--- config.mk ---
export PLATFORM = sky130hd
export DESIGN_NAME = ddp_pkt_cut
export DESIGN_NICKNAME = d
export VERILOG_FILES = /design/src/rtl/ddp_pkg.sv /design/src/rtl/ddp_lane_keep.sv /design/src/rtl/ddp_pkt_cut.sv
export SDC_FILE = /design/constraint.sdc
export NUM_CORES = 1
export LEC_CHECK = 0
export ABC_CLOCK_PERIOD_IN_PS = 10140
export BUFFER_PORTS_ARGS = -buffer_cell sky130_fd_sc_hd__buf_2
export CAP_MARGIN = 20
export CORE_ASPECT_RATIO = 1.75
export CORE_MARGIN = 2
export CORE_UTILIZATION = 56
export DETAILED_ROUTE_END_ITERATION = 16
export GPL_TIMING_DRIVEN = 0
export PLACE_DENSITY_LB_ADDON = 0.12
export SETUP_SLACK_MARGIN = 0.1
export SLEW_MARGIN = 40
export SYNTH_ARGS = -nofsm -noshare
export SYNTH_HDL_FRONTEND = slang
export SYNTH_HIERARCHICAL = 1
export SYNTH_SLANG_ARGS = --single-unit
--- constraint.sdc ---
create_clock -name clock -period 10.14 [get_ports clock]
set_input_delay 0.507 -clock clock [delete_from_list [all_inputs] [get_ports clock]]
set_output_delay 0.507 -clock clock [all_outputs]
set_load 0.02 [all_outputs]
--- src/rtl/ddp_pkg.sv ---
// ddp_pkg: shared DDP packet word layout, framing state and byte-count helper.
//   Word layout: [266] sop, [265] eop, [264:256] byteCnt, [255:0] payload (byte 0 = [7:0]).
package ddp_pkg;
    localparam int DDP_SOP_BIT   = 266;
    localparam int DDP_EOP_BIT   = 265;
    localparam int DDP_CNT_HI    = 264;
    localparam int DDP_CNT_LO    = 256;
    localparam int DDP_DATA_W    = 256;
    localparam int DDP_WORD_W    = 267;
    localparam int DDP_MAX_BYTES = 32;

    typedef logic [DDP_WORD_W-1:0] ddp_word_t;

    typedef enum logic {DDP_IDLE = 1'b0, DDP_INPKT = 1'b1} ddp_frm_e;

    function automatic logic ddp_cnt_bad(input logic [8:0] cnt);
        return cnt == 9'd0 || cnt > 9'(DDP_MAX_BYTES);
    endfunction
endpackage

--- src/rtl/ddp_lane_keep.sv ---
// ddp_lane_keep: beat byte-enable and last-lane decode for one hold word.
//   byte_cnt_i  valid bytes of an eop word (already sanitised to 1..32)
//   lane_idx_i  current lane index
//   eop_i       hold word is the packet's eop word
//   keep_o      contiguous byte enables for this lane
//   last_lane_o this lane is the word's final beat
module ddp_lane_keep #(
    parameter int LANE_W = 64,
    parameter int LIW    = $clog2(256 / LANE_W)
) (
    input  logic [8:0]          byte_cnt_i,
    input  logic [LIW-1:0]      lane_idx_i,
    input  logic                eop_i,
    output logic [LANE_W/8-1:0] keep_o,
    output logic                last_lane_o
);
    localparam int LB    = LANE_W / 8;
    localparam int NLANE = 256 / LANE_W;

    logic [9:0] cnt_ext, lanes, rem;

    assign cnt_ext     = {1'b0, byte_cnt_i};
    assign lanes       = eop_i ? (cnt_ext + 10'(LB - 1)) / 10'(LB) : 10'(NLANE);
    assign last_lane_o = 10'(lane_idx_i) == lanes - 10'd1;
    // Bytes remaining from this lane's start; a partial lane keeps only its low rem bytes.
    assign rem         = cnt_ext - 10'(lane_idx_i) * 10'(LB);
    assign keep_o      = (eop_i && last_lane_o && rem < 10'(LB)) ? ~({LB{1'b1}} << rem) : '1;
endmodule

--- src/rtl/ddp_pkt_cut.sv ---
// ddp_pkt_cut: pops 256-bit DDP FIFO words and cuts them into LANE_W beats with sop/eop/keep.
//   clock, reset (sync, active-low)
//   ddpPktDataIn/ddpPktEmpty/ddpPktPop : FWFT FIFO head interface
//   outData/outKeep/outSop/outEop/outValid/outReady : beat stream to DMA
//   errBadCnt/errSeq : sticky framing errors, errClr clears them
//   Optional DDP_CUT_STAT_EN adds statPkts/statBeats counters.
module ddp_pkt_cut
    import ddp_pkg::*;
#(
    parameter int LANE_W = 64
`ifdef DDP_CUT_STAT_EN
    , parameter int CNT_W = 16
`endif
) (
    input  logic                  clock,
    input  logic                  reset,
    input  logic [DDP_WORD_W-1:0] ddpPktDataIn,
    input  logic                  ddpPktEmpty,
    output logic                  ddpPktPop,
    output logic [LANE_W-1:0]     outData,
    output logic [LANE_W/8-1:0]   outKeep,
    output logic                  outSop,
    output logic                  outEop,
    output logic                  outValid,
    input  logic                  outReady,
    output logic                  errBadCnt,
    output logic                  errSeq,
`ifdef DDP_CUT_STAT_EN
    output logic [CNT_W-1:0]      statPkts,
    output logic [CNT_W-1:0]      statBeats,
`endif
    input  logic                  errClr
);
    localparam int NLANE = 256 / LANE_W;
    localparam int LIW   = $clog2(NLANE);

    ddp_word_t hold_q, hold_d, in_fix;
    ddp_frm_e frm_q, frm_d, frm_cur;
    logic [LIW-1:0] lane_q, lane_d;
    logic full_q, full_d, err_bad_q, err_bad_d, err_seq_q, err_seq_d;
    logic sop_in, eop_in, bad_cnt, accept, last_lane, last_acc, pop;
    logic [LANE_W/8-1:0] keep;
    logic [DDP_DATA_W-1:0] payload;

    assign sop_in  = ddpPktDataIn[DDP_SOP_BIT];
    assign eop_in  = ddpPktDataIn[DDP_EOP_BIT];
    assign bad_cnt = eop_in && ddp_cnt_bad(ddpPktDataIn[DDP_CNT_HI:DDP_CNT_LO]);
    // Illegal counts are stored as a full word so downstream beats stay well formed.
    assign in_fix  = {sop_in, eop_in,
                      bad_cnt ? 9'(DDP_MAX_BYTES) : ddpPktDataIn[DDP_CNT_HI:DDP_CNT_LO],
                      ddpPktDataIn[DDP_DATA_W-1:0]};

    assign accept   = full_q && outReady;
    assign last_acc = accept && last_lane;
    // Reloading on the last accepted beat keeps a continuous stream bubble-free.
    assign pop      = reset && !ddpPktEmpty && (!full_q || last_acc);

    ddp_lane_keep #(.LANE_W(LANE_W), .LIW(LIW)) u_keep (
        .byte_cnt_i  (hold_q[DDP_CNT_HI:DDP_CNT_LO]),
        .lane_idx_i  (lane_q),
        .eop_i       (hold_q[DDP_EOP_BIT]),
        .keep_o      (keep),
        .last_lane_o (last_lane)
    );

    always_comb begin
        // Framing of the incoming word is judged against the state after the current word completes.
        frm_cur   = (last_acc && hold_q[DDP_EOP_BIT]) ? DDP_IDLE : frm_q;
        frm_d     = pop ? DDP_INPKT : frm_cur;
        hold_d    = pop ? in_fix : hold_q;
        full_d    = pop || (full_q && !last_acc);
        lane_d    = (pop || last_acc) ? '0 : accept ? lane_q + LIW'(1) : lane_q;
        err_bad_d = (err_bad_q && !errClr) || (pop && bad_cnt);
        err_seq_d = (err_seq_q && !errClr) || (pop && (sop_in == (frm_cur == DDP_INPKT)));
    end

    always_ff @(posedge clock) begin
        if (!reset) begin
            hold_q    <= '0;
            frm_q     <= DDP_IDLE;
            lane_q    <= '0;
            full_q    <= 1'b0;
            err_bad_q <= 1'b0;
            err_seq_q <= 1'b0;
        end else begin
            hold_q    <= hold_d;
            frm_q     <= frm_d;
            lane_q    <= lane_d;
            full_q    <= full_d;
            err_bad_q <= err_bad_d;
            err_seq_q <= err_seq_d;
        end
    end

    assign payload   = hold_q[DDP_DATA_W-1:0];
    assign ddpPktPop = pop;
    assign outValid  = full_q;
    assign outData   = full_q ? payload[lane_q * LANE_W +: LANE_W] : '0;
    assign outKeep   = full_q ? keep : '0;
    assign outSop    = full_q && hold_q[DDP_SOP_BIT] && lane_q == '0;
    assign outEop    = full_q && hold_q[DDP_EOP_BIT] && last_lane;
    assign errBadCnt = err_bad_q;
    assign errSeq    = err_seq_q;

`ifdef DDP_CUT_STAT_EN
    logic [CNT_W-1:0] pkts_q, pkts_d, beats_q, beats_d;

    always_comb begin
        pkts_d  = pkts_q + CNT_W'(accept && outEop);
        beats_d = beats_q + CNT_W'(accept);
    end

    always_ff @(posedge clock) begin
        if (!reset || errClr) begin
            pkts_q  <= '0;
            beats_q <= '0;
        end else begin
            pkts_q  <= pkts_d;
            beats_q <= beats_d;
        end
    end

    assign statPkts  = pkts_q;
    assign statBeats = beats_q;
`endif
endmodule
; ---- After elaboration in Yosys (flattened, before gate mapping)
; Cells that the tools add are included.
[word_totals]
ff_bits = 273
output_inout_bits = 78
wordCells = 55
[op_classes]
n_addsub = 4
order_cmp = 2
n_eq_ne = 2
n_shift = 2
n_mux = 7
bitwise_logic = 2
reduce_logical = 30
[ops]
columns = op, count
row1 = indexed part select 256 x 9 -> 64 bit, 1
row2 = two-way mux 64 bit, 1
row3 = logical AND 1 bit, 17
row4 = two-way mux 8 bit, 2
row5 = "adder 9 x 3 -> 10 bit, second input constant", 1
row6 = == test 2 x 10 -> 1 bit, 1
row7 = "less-than comparator 10 x 4 -> 1 bit, second input constant", 1
row8 = "<< shifter 8 x 10 -> 8 bit, first input constant", 1
row9 = "subtractor 10 x 1 -> 10 bit, second input constant", 1
row10 = subtractor 9 x 5 -> 10 bit, 1
row11 = "greater-than comparator 9 x 6 -> 1 bit, second input constant", 1
row12 = logical NOT 9 bit, 1
row13 = two-way mux 9 bit, 1
row14 = inverter 8 bit, 1
row15 = two-way mux 7 bit, 1
row16 = logical OR 1 bit, 6
row17 = logical NOT 1 bit, 4
row18 = "adder 2 x 1 -> 2 bit, second input constant", 1
row19 = logical NOT 2 bit, 1
row20 = two-way mux 1 bit, 2
row21 = OR reduction 2 bit, 1
row22 = == test 1 bit, 1
row23 = inverter 1 bit, 1

; ---- Longest topological paths before layout
; Gate-level depths: netlist of the first run.
[logic_depth]
depth_word = 10
mapped_depth = 17
mapped_depth_nobuf = 13

; ---- Modules after synthesis
; Netlist of the first run, hierarchy kept.
[modules_own_cells]
columns = module, instances, cells_each, area_per_inst_um2
row1 = ddp_pkt_cut, 1, 1358, 11481.0
row2 = ddp_lane_keep, 1, 56, 432.9

; ---- Least setup slack after synthesis of the first run
; OpenSTA, ideal clock, no wires.
[synth_path]
path_type = reg-to-output
start = register hold_q[258]
end = output port ddpPktPop
arrival_ns = 3.154
t_required_ns = 9.633
path_slack_ns = 6.479
stages_incl_launch_ff = 14
n_path_buf = 2
path_cell_list = dfxtp_1 -> buf_6 -> o31ai_2 -> and3_2 -> inv_1 -> ha_1 -> or3_1 -> mux2i_1 -> a31oi_2 -> a211oi_1 -> a21bo_2 -> nand2b_1 -> buf_2 -> nor2_1
[synth_via]
elab_chain_cells = 7
[synth_rtl]
columns = item, line_no
row1 = "start, declared", ddp_pkt_cut.sv:37  ; ddp_word_t hold_q, hold_d, in_fix;
row2 = "start signal, assigned", ddp_pkt_cut.sv:86  ; hold_q <= hold_d;
row3 = adder 9 x 3 -> 10 bit, ddp_lane_keep.sv:23  ; assign lanes = eop_i ? (cnt_ext + 10'(LB - 1)) / 10'(LB) : 10'(NLANE);
row4 = two-way mux 7 bit, ddp_lane_keep.sv:23
row5 = subtractor 10 x 1 -> 10 bit, ddp_lane_keep.sv:24  ; assign last_lane_o = 10'(lane_idx_i) == lanes - 10'd1;
row6 = == test 2 x 10 -> 1 bit, ddp_lane_keep.sv:24
row7 = net last_lane, ddp_pkt_cut.sv:41  ; logic sop_in, eop_in, bad_cnt, accept, last_lane, last_acc, pop;
row8 = logical AND 1 bit, ddp_pkt_cut.sv:54  ; assign last_acc = accept && last_lane;
row9 = logical OR 1 bit, ddp_pkt_cut.sv:56  ; assign pop = reset && !ddpPktEmpty && (!full_q || last_acc);
row10 = logical AND 1 bit, ddp_pkt_cut.sv:56
row11 = "end, declared", ddp_pkt_cut.sv:19  ; output logic ddpPktPop,
; The timed path passes the listed nets, and every way through them passes these cells.

; ---- Final worst setup path of the first run
; Ends and elaborated chain as after synthesis.

==> results of run 1 <==
## cells in the final DEF, fill, tap and decap left out, drive strengths merged, types with 3 or more instances in the layout
master / netlist / routed
nor2: 10 / 10
or3: 4 / 4
buf: 62 / 411
o21ai: 11 / 11
nand2b: 3 / 3
diode: 0 / 3
nand3b: 4 / 4
a32oi: 5 / 5
clkbuf: 52 / 87
nor2b: 3 / 3
a21oi: 267 / 267
inv: 8 / 8
ha: 4 / 4
or4: 3 / 3
bufinv: 0 / 3
dfxtp: 273 / 273
and2: 72 / 72
nand2: 524 / 524
mux4: 64 / 64
clkinv: 0 / 6
nand3: 7 / 7
and3: 5 / 5
## critical path: cells and delay by family (launching register included)
| family | cells | cell delay (ns) |
|---|---|---|
| DFF | 1 | 0.32 |
| adders and majority gates | 1 | 0.24 |
| muxes | 1 | 0.25 |
| and+or+nand+nor | 4 | 0.87 |
| AOI/OAI and AO/OA | 4 | 1.24 |
| buffers and inverters | 4 | 0.63 |
## area by class of cell
type | count | area, µm²
antenna | 3 | 7.51
buffer | 114 | 527
clock buffer | 35 | 723
clock inverter | 9 | 120
fill | 1788 | 6100
inverter | 8 | 30.0
multi-input combinational | 1019 | 5900
sequential | 273 | 5470
tap | 252 | 315
timing repair buffer | 349 | 1750
## synthesized netlist by cell type (5+ instances only)
library cell	n	area (µm²)
o21ai_0	11	55.1
a21oi_1	267	1340
and2_1	72	450
mux4_2	64	1440
a32oi_1	5	43.8
buf_2	46	230
nand3_1	6	30.0
inv_1	8	30.0
buf_1	10	37.5
buf_6	5	56.3
dfxtp_1	273	5470
clkbuf_1	52	195
nand2_1	524	1970
nor2_1	9	33.8
## per-layer routing
layer	global-route usage, %	up-vias	wire [µm]
met4	16.6	2	2010
met3	5.38	124	2670
met5	0	-	5
met2	59.3	529	19600
met1	37.9	5386	13900
li1	-	5499	-
## power breakdown
group	internal, mW	switching (mW)	leakage (nW)
combinational	0.135	0.192	3.55
clock	0.572	0.402	0.422
sequential	1.13	0.0333	2.24
## per-stage QoR
stage | hold WS (ns) | setup slack [ns] | cells | total power [mW]
after global placement | 0.439 | 5.96 | 2015 | 1.50
after global routing | 0.211 | 5.31 | 2060 | 2.55
after detailed placement | 0.444 | 5.81 | 2015 | 1.51
after floorplan | 0.431 | 6.48 | 1414 | 1.37
after CTS | 0.193 | 5.33 | 2059 | 2.47
final | 0.219 | 5.57 | 2062 | 2.47
## worst max path at each step
stage                             start                        to  slack [ns]
2_1_floorplan  hold_q[258]$_SDFFE_PN0P_                 ddpPktPop        6.48
3_3_place_gp   hold_q[258]$_SDFFE_PN0P_  hold_q[123]$_SDFFE_PN0P_        5.96
3_5_place_dp   hold_q[258]$_SDFFE_PN0P_  hold_q[180]$_SDFFE_PN0P_        5.81
4_1_cts        hold_q[258]$_SDFFE_PN0P_                 ddpPktPop        5.33
5_1_grt        hold_q[258]$_SDFFE_PN0P_                 ddpPktPop        5.31
6_report       hold_q[258]$_SDFFE_PN0P_                 ddpPktPop        5.57
## registers in the layout, indices dropped and copies added (netlist names)
register	cells
errBadCnt	1
lane_q	2
errSeq	1
outValid	1
hold_q	267
frm_q	1
## kinds of logic after synthesis
| family | synth area share, % |
|---|---|
| adders and majority gates | 0.588 |
| and+or+nand+nor | 22.9 |
| muxes | 12.3 |
| xor gates and xnor gates | 0.294 |
| DFF | 45.9 |
| buffers and inverters | 4.67 |
| AOI/OAI and AO/OA | 13.4 |
==> run summary, run 1 <==
CP most frequent cell - buf_2
DR WL/cell - 18.6 µm
CP Data Arrival Time - 4.06 ns
Syn nets - 1691
Max VDD drop - 0.000153 V
Final core occ - 70.9%
Worst Hold Class - in2reg
Die height - 197 µm
Asr flop ratio synth - 0%
CTS buffer count - 25
Clock Latency Late Sink - 0.51 ns
Placer Congestion - 0.928
Hold Buf Count CTS - 0
Die span in x - 114 µm
Period utilization - 45.0%
Post-DRT Antenna Nets - 0
Sequential-to-total area share from yosys stat - 45.9%
Post-route cell area - 14800 µm²
Actual slew at the worst max-slew pin - 0.853 ns
Avg Vias per Cell - 5.60
Routed vias - 11500
CP Cell Sequence - buf_6 -> o31ai_2 -> and3_2 -> inv_1 -> ha_1 -> or3_1 -> mux2i_1 -> a31oi_2 -> a211oi_2 -> a21bo_2 -> nand2b_1 -> buf_2 -> nor2_1 -> buf_2
Layout area overhead - 24.5%
Layout cells sized above 1 - 28.7%
Synth Area per Inst - 8.43 µm²
Post-Syn Area - 11900 µm²
DRT Wirelength - 38300 µm
Critical path's slowest cell - a211oi_2
DR pass1 iterations - 6
GRT Overall Usage - 33.2%
Reg2reg path depth - 15
Worst Hold Depth - 2
Post-CTS setup buffers - 0
Clock Sinks - 273
H-Tree Depth - 1
Core area - 20900 µm²
Initial Util - 56.9%
I/O Buffers - 349
Syn. warnings - 6
Normalized max-slew margin - 43.2%
Lkg Pwr - 6.21 nW
CP Capture Type - output port
Critical-path maximum fanout - 10
Initial antenna violation count - 3
Post-synth EDFFs - 0
Distinct cells, synth - 52
Final number of setup-violating endpoints - 0
Vias in the first global route - 11600
Syn Inst Count - 1414
Delay of the slowest critical-path stage - 0.49 ns
R2r endpoint - hold_q[250]$_SDFFE_PN0P_
Full die area - 22500 µm²
Largest net degree at the start of global routing - 16
P per Cell Area - 166 nW/µm²
Clk Tree Root Cell - clkbuf_16
CTS clock-pin slew for the worst setup and hold paths - 0.06 ns
First-pass GRT wire length - 58600 µm
Status - finished clean
Final net count - 2067
Final TNS setup - 0 ns
Worst reg2reg setup slack - 6.03 ns
GRT Residual Overflow - 0
Top_reg_cell synth - dfxtp_1
RSZ-0062 raised after global routing - false
Initial DRC count - 695
Max Freq - 0.219 GHz
DRC - 0
Max Root-Sink Buffers - 3
Post-route minimum period - 4.57 ns
Max-slew violations - 0
Post-DP HPWL - 28600 µm
Startpoint types - flip-flop
I/O pin count - 350
CP Class - reg2out
Post-DP Area - 14000 µm²
# rows - 70
Hold_sp - ddpPktEmpty
MaxCap Viol Count - 0
Final Skew - 0.0108 ns
# resized after CTS - 0
Synth Register Bits - 273
Count of final hold-check violations - 0
WHS Endpoint - outValid$_SDFF_PN0_
CTS tree - built
Worst r2r src - hold_q[258]$_SDFFE_PN0P_
Required time worst endpoint - 9.63 ns
No activity file was read; power rests on OpenSTA's default activity.
==> run 2: changes to the inputs <==
--- a/config.mk
+++ b/config.mk
@@ -5,12 +5,13 @@
 export SDC_FILE = /design/constraint.sdc
 export NUM_CORES = 1
 export LEC_CHECK = 0
-export ABC_CLOCK_PERIOD_IN_PS = 10140
+export ABC_AREA = 1
+export ABC_CLOCK_PERIOD_IN_PS = 4400
 export BUFFER_PORTS_ARGS = -buffer_cell sky130_fd_sc_hd__buf_2
 export CAP_MARGIN = 20
 export CORE_ASPECT_RATIO = 1.75
 export CORE_MARGIN = 2
-export CORE_UTILIZATION = 56
+export CORE_UTILIZATION = 51
 export DETAILED_ROUTE_END_ITERATION = 16
 export GPL_TIMING_DRIVEN = 0
 export PLACE_DENSITY_LB_ADDON = 0.12
==> constraint.sdc (replaced) <==
create_clock -name clock -period 4.4 [get_ports clock]
set_input_delay 0.22 -clock clock [delete_from_list [all_inputs] [get_ports clock]]
set_output_delay 0.22 -clock clock [all_outputs]
set_load 0.02 [all_outputs]
==> run 2 against run 1 <==
  * Power is 140% higher
  * Critical path depth is 2 higher
  * Sequential power grew 130%
  * Routed wire length increased by 15%
  * Combinational power rose to 3.3 times the previous value
  * Register-to-register slack worse by 5.3 ns
  * Sequential share of layout area fell by 4.0 points
  * Die area increased by 3.1%
  * Clock skew up 0.00076 ns
  * Non-clock buffer count rose by 253
  * Critical path type unchanged
  * Largest cell class is now sequential cells
  * Largest power group unchanged
==> run summary, run 2 <==
Post-synthesis compound-gate area fraction - 30.8% (+17 points)
Final cell count without fillers - 2360 (+14%)
Synth Register Bits - 273 (unchanged)
Post-DP HPWL - 27900 µm (-2.7%)
Initial DRC count - 1122 (+61%)
Hold Slack - 0.00935 ns (-0.209 ns)
CP Class - reg2out
Max Freq - 0.250 GHz
Critical-path maximum fanout - 10 (unchanged)
P per Cell Area - 352 nW/µm² (+110%)
Post-Syn Area - 11200 µm² (-6.0%)
Distinct cells, synth - 26 (-50%)
Actual slew at the worst max-slew pin - 0.833 ns (-0.0201 ns)
Clock Latency Late Sink - 0.53 ns (+0.02 ns)
XOR/XNOR Fraction of Synth Area - 0.156% (-0.14 points)
Delay of the slowest critical-path stage - 0.44 ns (-0.05 ns)
Die height - 200 µm (+1.5%)
Final Skew - 0.0116 ns (+0.000762 ns)
Clk pwr share - 35.2% (-4.3 points)
Final number of setup-violating endpoints - 0 (unchanged)
Initial Util - 52.1% (-4.8 points)
Post-Synth Adder-Cell Area - 0.626% (+0.038 points)
Sequential-to-total area share from yosys stat - 48.8% (+2.9 points)
Initial antenna violation count - 2 (-1)
CP Data Arrival Time - 3.78 ns (-0.28 ns)
Post-CTS setup buffers - 0 (unchanged)
Register area - 5470 µm² (unchanged)
RSZ-0062 raised after global routing - false
CTS clock-pin slew for the worst setup and hold paths - 0.06 ns (about the same)
Lkg Pwr - 7.24 nW (+17%)
Count of final hold-check violations - 0 (unchanged)
I/O pin count - 350 (unchanged)
Post-DP Area - 13300 µm² (-4.8%)
Seq pwr share - 46.4% (-0.9 points)
Core area - 21500 µm² (+2.7%)
CP Capture Type - output port
Clk Tree Root Cell - clkbuf_16
Worst Hold Class - in2reg
Startpoint types - flip-flop
Switch share - 27.8% (+2.4 points)
DR WL/cell - 18.7 µm (+0.83%)
Placed cells - 2055 (+2.0%)
CP most frequent cell - nor2_4
Clock Sinks - 273 (unchanged)
Synth Area per Inst - 7.92 µm² (-6.0%)
Hold Buf Count CTS - 259 (+259)
Final worst slack - 0.399 ns (-5.17 ns)
GRT Residual Overflow - 0 (unchanged)
Simple-gate share of the synthesized area - 9.74% (-13 points)
DR pass1 iterations - 5 (-1)
Post-Place Setup Slack - 0.915 ns (-4.90 ns)
Period utilization - 90.9%
Layout area overhead - 48.8%
Final TNS setup - 0 ns (unchanged)
Final Total Pwr - 5.87 mW (+140%)
I/O Buffers - 349 (unchanged)
Placer Congestion - 0.931 (+0.31%)
Max-slew violations - 0 (unchanged)
Critical path's slowest cell - dfxtp_1
MaxCap Viol Count - 0 (unchanged)
Post-route cell area - 16700 µm² (+12%)
Sw Pwr - 1.63 mW (+160%)
Max Root-Sink Buffers - 3 (unchanged)
Worst reg2reg setup slack - 0.73 ns (-5.30 ns)
Required time worst endpoint - 4.18 ns (-5.45 ns)
CTS tree - built
Normalized max-slew margin - 44.5% (+1.3 points)
Area contributors post-synth - dfxtp_1, o21ai_0, a22o_1
Final net count - 2326 (+13%)
Top-count cell post-synth - dfxtp_1
Asr flop ratio synth - 0% (unchanged)
First-pass GRT wire length - 66200 µm (+13%)
Commonest non-fill, non-tap cells in the layout - buf_2, dfxtp_1, dlygate4sd3_1
CTS buffer count - 25 (unchanged)
CP Cell Sequence - nor2_4 -> nand2_4 -> nand2_2 -> nand2_1 -> nand3_1 -> ha_1 -> xnor2_1 -> nor2_1 -> nand3_2 -> nor2_4 -> and2_1 -> a21oi_1 -> nor2_4 -> buf_4 -> buf_2 -> buf_2
Largest net degree at the start of global routing - 15 (-1)
Syn Inst Count - 1414 (unchanged)
DRC - 0 (unchanged)
Avg Vias per Cell - 5.54 (-1.1%)
Post-synth top area share - 48.8% (+2.9 points)
Largest register FFs - 267 (unchanged)
Max VDD drop - 0.000265 V (+74%)
Full die area - 23200 µm² (+3.1%)
Combinational share of power - 18.4% (+5.1 points)
Filler instances - 1516 (-15%)
Layout cells sized above 1 - 21.9% (-6.7 points)
Vias in the first global route - 13300 (+15%)
Largest family of logic cells by synthesized area - compound AO/OA/AOI/OAI gates
Post-synthesis mux area share - 0% (-12 points)
Top_reg_cell synth - dfxtp_1
Reg with most FFs - hold_q
Post-DRT Antenna Nets - 0 (unchanged)
Synth area leader - dfxtp_1
# resized after CTS - 0 (unchanged)
# rows - 71 (+1.4%)
Area of the multi-input gates - 4620 µm² (-22%)
Final core occ - 77.5% (+6.6 points)
Die span in x - 116 µm (+1.5%)
Syn. warnings - 6 (unchanged)
Post-route minimum period - 4.00 ns
Status - finished clean
Synth cell count leaders - dfxtp_1, o21ai_0, nand2_1
Internal power component - 4.24 mW (+130%)
GRT Overall Usage - 36.7% (+3.5 points)
Syn nets - 1691 (unchanged)
Largest registers - hold_q (267), lane_q (2)
Post-synth EDFFs - 0 (unchanged)
DRT Wirelength - 44200 µm (+15%)
Most common cell after layout, fill and taps aside - buf_2
Routed vias - 13100 (+13%)
H-Tree Depth - 1 (unchanged)
## run 2: final timing paths
kind | from | to | cells after the start
worst min-delay path | reset | errBadCnt$_SDFF_PN0_ | 3
worst max-delay path | hold_q[258]$_SDFFE_PN0P_ | ddpPktPop | 16
worst max register to register | hold_q[258]$_SDFFE_PN0P_ | hold_q[159]$_SDFFE_PN0P_ | 18
worst min register to register | hold_q[264]$_SDFFE_PN0P_ | hold_q[264]$_SDFFE_PN0P_ | 2
## run 2: worst max-delay path, delay by kind of cell, from the launching register on
kind,cells,cell delay [ns]
flip-flops,1,0.44
AO/OA/AOI/OAI,1,0.11
adder cells (fa/ha/maj),1,0.30
buffers and inverters,3,0.85
XOR/XNOR,1,0.12
AND/OR/NAND/NOR,10,1.42
## run 2: layout make-up
| cell class | instances | share of cell area (%) |
|---|---|---|
| Antenna cell | 3 | 0.0451 |
| Buffer | 108 | 2.85 |
| Clock buffer | 37 | 4.27 |
| Clock inverter | 6 | 0.233 |
| Inverter | 169 | 3.81 |
| Multi-Input combinational cell | 864 | 27.7 |
| Sequential cell | 273 | 32.8 |
| Tap cell | 292 | 2.19 |
| Timing Repair Buffer | 608 | 26.1 |
## run 2: cell families (layout without fill, tap and decap cells)
logic type,after synthesis,after routing
AO/OA/AOI/OAI,592,592
other,0,3
buffers and inverters,277,928
adder cells (fa/ha/maj),5,5
flip-flops,273,273
XOR/XNOR,2,2
AND/OR/NAND/NOR,265,265
## run 2: power by group through the flow
stage	logic (mW)	registers, mW	clock network [mW]
2_1_floorplan	0.511	2.75	0
3_3_place_gp	0.828	2.77	0
3_5_place_dp	0.839	2.77	0
4_1_cts	1.03	2.72	2.07
5_1_grt	1.16	2.74	2.19
6_report	1.08	2.73	2.07
## run 2: routing by layer
| metal | wire, µm | global-route usage (%) | vias to the layer above |
|---|---|---|---|
| li1 | - | - | 6049 |
| met5 | 0 | 0 | - |
| met2 | 22100 | 64.9 | 786 |
| met3 | 3160 | 6.55 | 256 |
| met4 | 3540 | 27.9 | 0 |
| met1 | 15300 | 37.9 | 5972 |
==> run 3: changes to the inputs <==
--- a/config.mk
+++ b/config.mk
@@ -11,7 +11,8 @@
 export CAP_MARGIN = 20
 export CORE_ASPECT_RATIO = 1.75
 export CORE_MARGIN = 2
-export CORE_UTILIZATION = 51
+export CORE_UTILIZATION = 53
+export CTS_BUF_LIST = sky130_fd_sc_hd__clkbuf_4 sky130_fd_sc_hd__clkbuf_8
 export DETAILED_ROUTE_END_ITERATION = 16
 export GPL_TIMING_DRIVEN = 0
 export PLACE_DENSITY_LB_ADDON = 0.12
==> run 3 against run 2 <==
  * Non-clock buffer count rose by 12
  * Critical path depth did not move
  * Clock-buffer cell count rose by 23
  * First-iteration DRC count rose by 8.9%
  * Final cell count fell by 0.25%
  * Register-to-register slack got worse by 0.21 ns
  * Die area fell by 3.7%
  * Global-route usage rose by 2.2 points
  * Setup slack got worse by 0.081 ns
  * Fmax fell by 2.0%
  * Critical path type unchanged
  * Largest power group unchanged
==> run summary, run 3 (synthesis gave the netlist of run 2 again) <==
CP Capture Type - output port
Max VDD drop - 0.000295 V (+11%)
Delay of the slowest critical-path stage - 0.44 ns (about the same)
DRC - 0 (unchanged)
Largest register FFs - 267 (unchanged)
Max Freq - 0.245 GHz (-2.0%)
Clk Tree Root Cell - clkbuf_8
Most common cell after layout, fill and taps aside - buf_2
Clock Latency Late Sink - 0.55 ns (+0.02 ns)
Count of final hold-check violations - 0 (unchanged)
Largest registers - hold_q (267), lane_q (2)
Largest net degree at the start of global routing - 11 (-4)
Routed vias - 13400 (+2.2%)
# rows - 70 (-1.4%)
Critical path's slowest cell - dfxtp_1
Final Skew - 0.0192 ns (+0.00762 ns)
Initial Util - 53.7% (+1.6 points)
Lkg Pwr - 7.32 nW (+1.1%)
Normalized max-slew margin - 50.0% (+5.5 points)
Core area - 20800 µm² (-3.0%)
Commonest non-fill, non-tap cells in the layout - buf_2, dfxtp_1, dlygate4sd3_1
Final net count - 2352 (+1.1%)
Post-route minimum period - 4.08 ns (+0.0812 ns)
H-Tree Depth - 2 (+1)
CTS buffer count - 39 (+56%)
CP most frequent cell - nor2_4
CTS clock-pin slew for the worst setup and hold paths - 0.07 ns (about the same)
CP Class - reg2out
Global routing usage on met3 - 6.95% (+0.40 points)
GRT Residual Overflow - 0 (unchanged)
Layout cells sized above 1 - 22.9% (+0.93 points)
Initial antenna violation count - 7 (+5)
Critical-path maximum fanout - 10 (unchanged)
Hold Slack - 0.0389 ns (+0.0295 ns)
Full die area - 22300 µm² (-3.7%)
CTS tree - built
Final number of setup-violating endpoints - 0 (unchanged)
Avg Vias per Cell - 5.67 (+2.5%)
Final TNS setup - 0 ns (unchanged)
Met1 usage - 40.3% (+2.4 points)
Filler instances - 1341 (-12%)
Vias in the first global route - 13500 (+1.4%)
P per Cell Area - 348 nW/µm² (-1.3%)
Max-slew violations - 0 (unchanged)
Post-DP HPWL - 27500 µm (-1.2%)
Post-route cell area - 16700 µm² (+0.37%)
Die height - 196 µm (-1.9%)
Worst path buffer plus inverter count - 3 (unchanged)
Met2 global-route usage - 69.7% (+4.8 points)
MaxCap Viol Count - 0 (unchanged)
GRT Overall Usage - 38.9% (+2.2 points)
Clock Sinks - 273 (unchanged)
Placer Congestion - 0.941 (+1.1%)
Max Root-Sink Buffers - 3 (unchanged)
Worst Hold Class - in2reg
DR WL/cell - 19.2 µm (+2.5%)
Layout area overhead - 49.3%
First-pass GRT wire length - 68100 µm (+2.9%)
CP delay by family, top - simple AND/OR/NAND/NOR gates
Post-DRT Antenna Nets - 0 (unchanged)
DRT Wirelength - 45200 µm (+2.3%)
I/O Buffers - 349 (unchanged)
Post-DP Area - 13300 µm² (-0.38%)
Gr busiest metal - met2
Status - finished clean
CP Data Arrival Time - 3.86 ns (+0.08 ns)
Actual slew at the worst max-slew pin - 0.751 ns (-0.0818 ns)
DR pass1 iterations - 5 (unchanged)
RSZ-0062 raised after global routing - false
Reg with most FFs - hold_q
Period utilization - 92.8% (+1.8 points)
# resized after CTS - 0 (unchanged)
I/O pin count - 350 (unchanged)
Required time worst endpoint - 4.18 ns (about the same)
CP Cell Sequence - nor2_4 -> nand2_4 -> nand2_2 -> nand2_1 -> nand3_1 -> ha_1 -> xnor2_1 -> nor2_1 -> nand3_2 -> nor2_4 -> and2_1 -> a21oi_1 -> nor2_4 -> buf_4 -> buf_2 -> buf_2
Die span in x - 114 µm (-1.8%)
Initial DRC count - 1222 (+8.9%)
Startpoint types - flip-flop
run 3: final timing paths:
check	from	to	slack [ns]	cells past startpoint
worst max-delay path	hold_q[258]$_SDFFE_PN0P_	ddpPktPop	0.32	16
worst min-delay path	ddpPktDataIn[260]	hold_q[260]$_SDFFE_PN0P_	0.04	5
worst min register to register	hold_q[66]$_SDFFE_PN0P_	hold_q[66]$_SDFFE_PN0P_	0.46	2
worst max register to register	hold_q[258]$_SDFFE_PN0P_	hold_q[264]$_SDFFE_PN0P_	0.52	18
run 3: area by class of cell:
| type | count | area [µm²] | share of cell area (%) |
|---|---|---|---|
| Sequential cell | 273 | 5470 | 32.7 |
| Multi-Input combinational cell | 864 | 4620 | 27.6 |
| Timing Repair Buffer | 620 | 4460 | 26.7 |
| Clock buffer | 60 | 726 | 4.34 |
| Inverter | 169 | 634 | 3.79 |
| Buffer | 108 | 474 | 2.84 |
| Tap cell | 252 | 315 | 1.89 |
| Antenna cell | 7 | 17.5 | 0.105 |
| Clock inverter | 1 | 5.00 | 0.0299 |
run 3: power breakdown:
group,leakage [nW],switching [mW],internal [mW]
Clock,0.394,0.966,1.04
Sequential,2.24,0.0807,2.65
Combinational,4.69,0.602,0.485
Total,7.32,1.65,4.17
run 3: through the flow:
step / total power, mW / utilization [%] / setup WS (ns) / instances
finish: 5.82 / 80.2 / 0.317 / 2354
global route: 6.01 / 80.2 / 0.232 / 2354
CTS: 5.74 / 80.1 / 0.393 / 2347
global placement: 3.59 / 63.6 / 1.03 / 2015
detailed placement: 3.60 / 63.6 / 0.977 / 2015
floorplan: 3.26 / - / 1.68 / 1414
run 3: repair_timing:
| action | in CTS | in global routing |
|---|---|---|
| endpoints found under the hold margin | 270 | 0 |
| buffers inserted | 0 | 0 |
| hold buffers | 271 | 0 |
run 3: worst reg2reg max path, cell delays in order (launching register included):
cell and delay (ns):
dfxtp_1 0.44, nor2_4 0.08, nand2_4 0.09, nand2_2 0.09, nand2_1 0.09, nand3_1 0.08
ha_1 0.31, xnor2_1 0.13, nor2_1 0.13, nand3_2 0.11, nor2_4 0.20, and2_1 0.21
a21oi_1 0.12, nor2_4 0.33, buf_4 0.34, buf_2 0.34, nand3_1 0.10, dlygate4sd3_1 0.57
nand2_1 0.07
run 3: per-layer routing:
metal	vias up	routed length [µm]
met5	-	0
met4	0	3570
met3	261	3280
met2	830	22700
met1	6166	15600
li1	6096	-
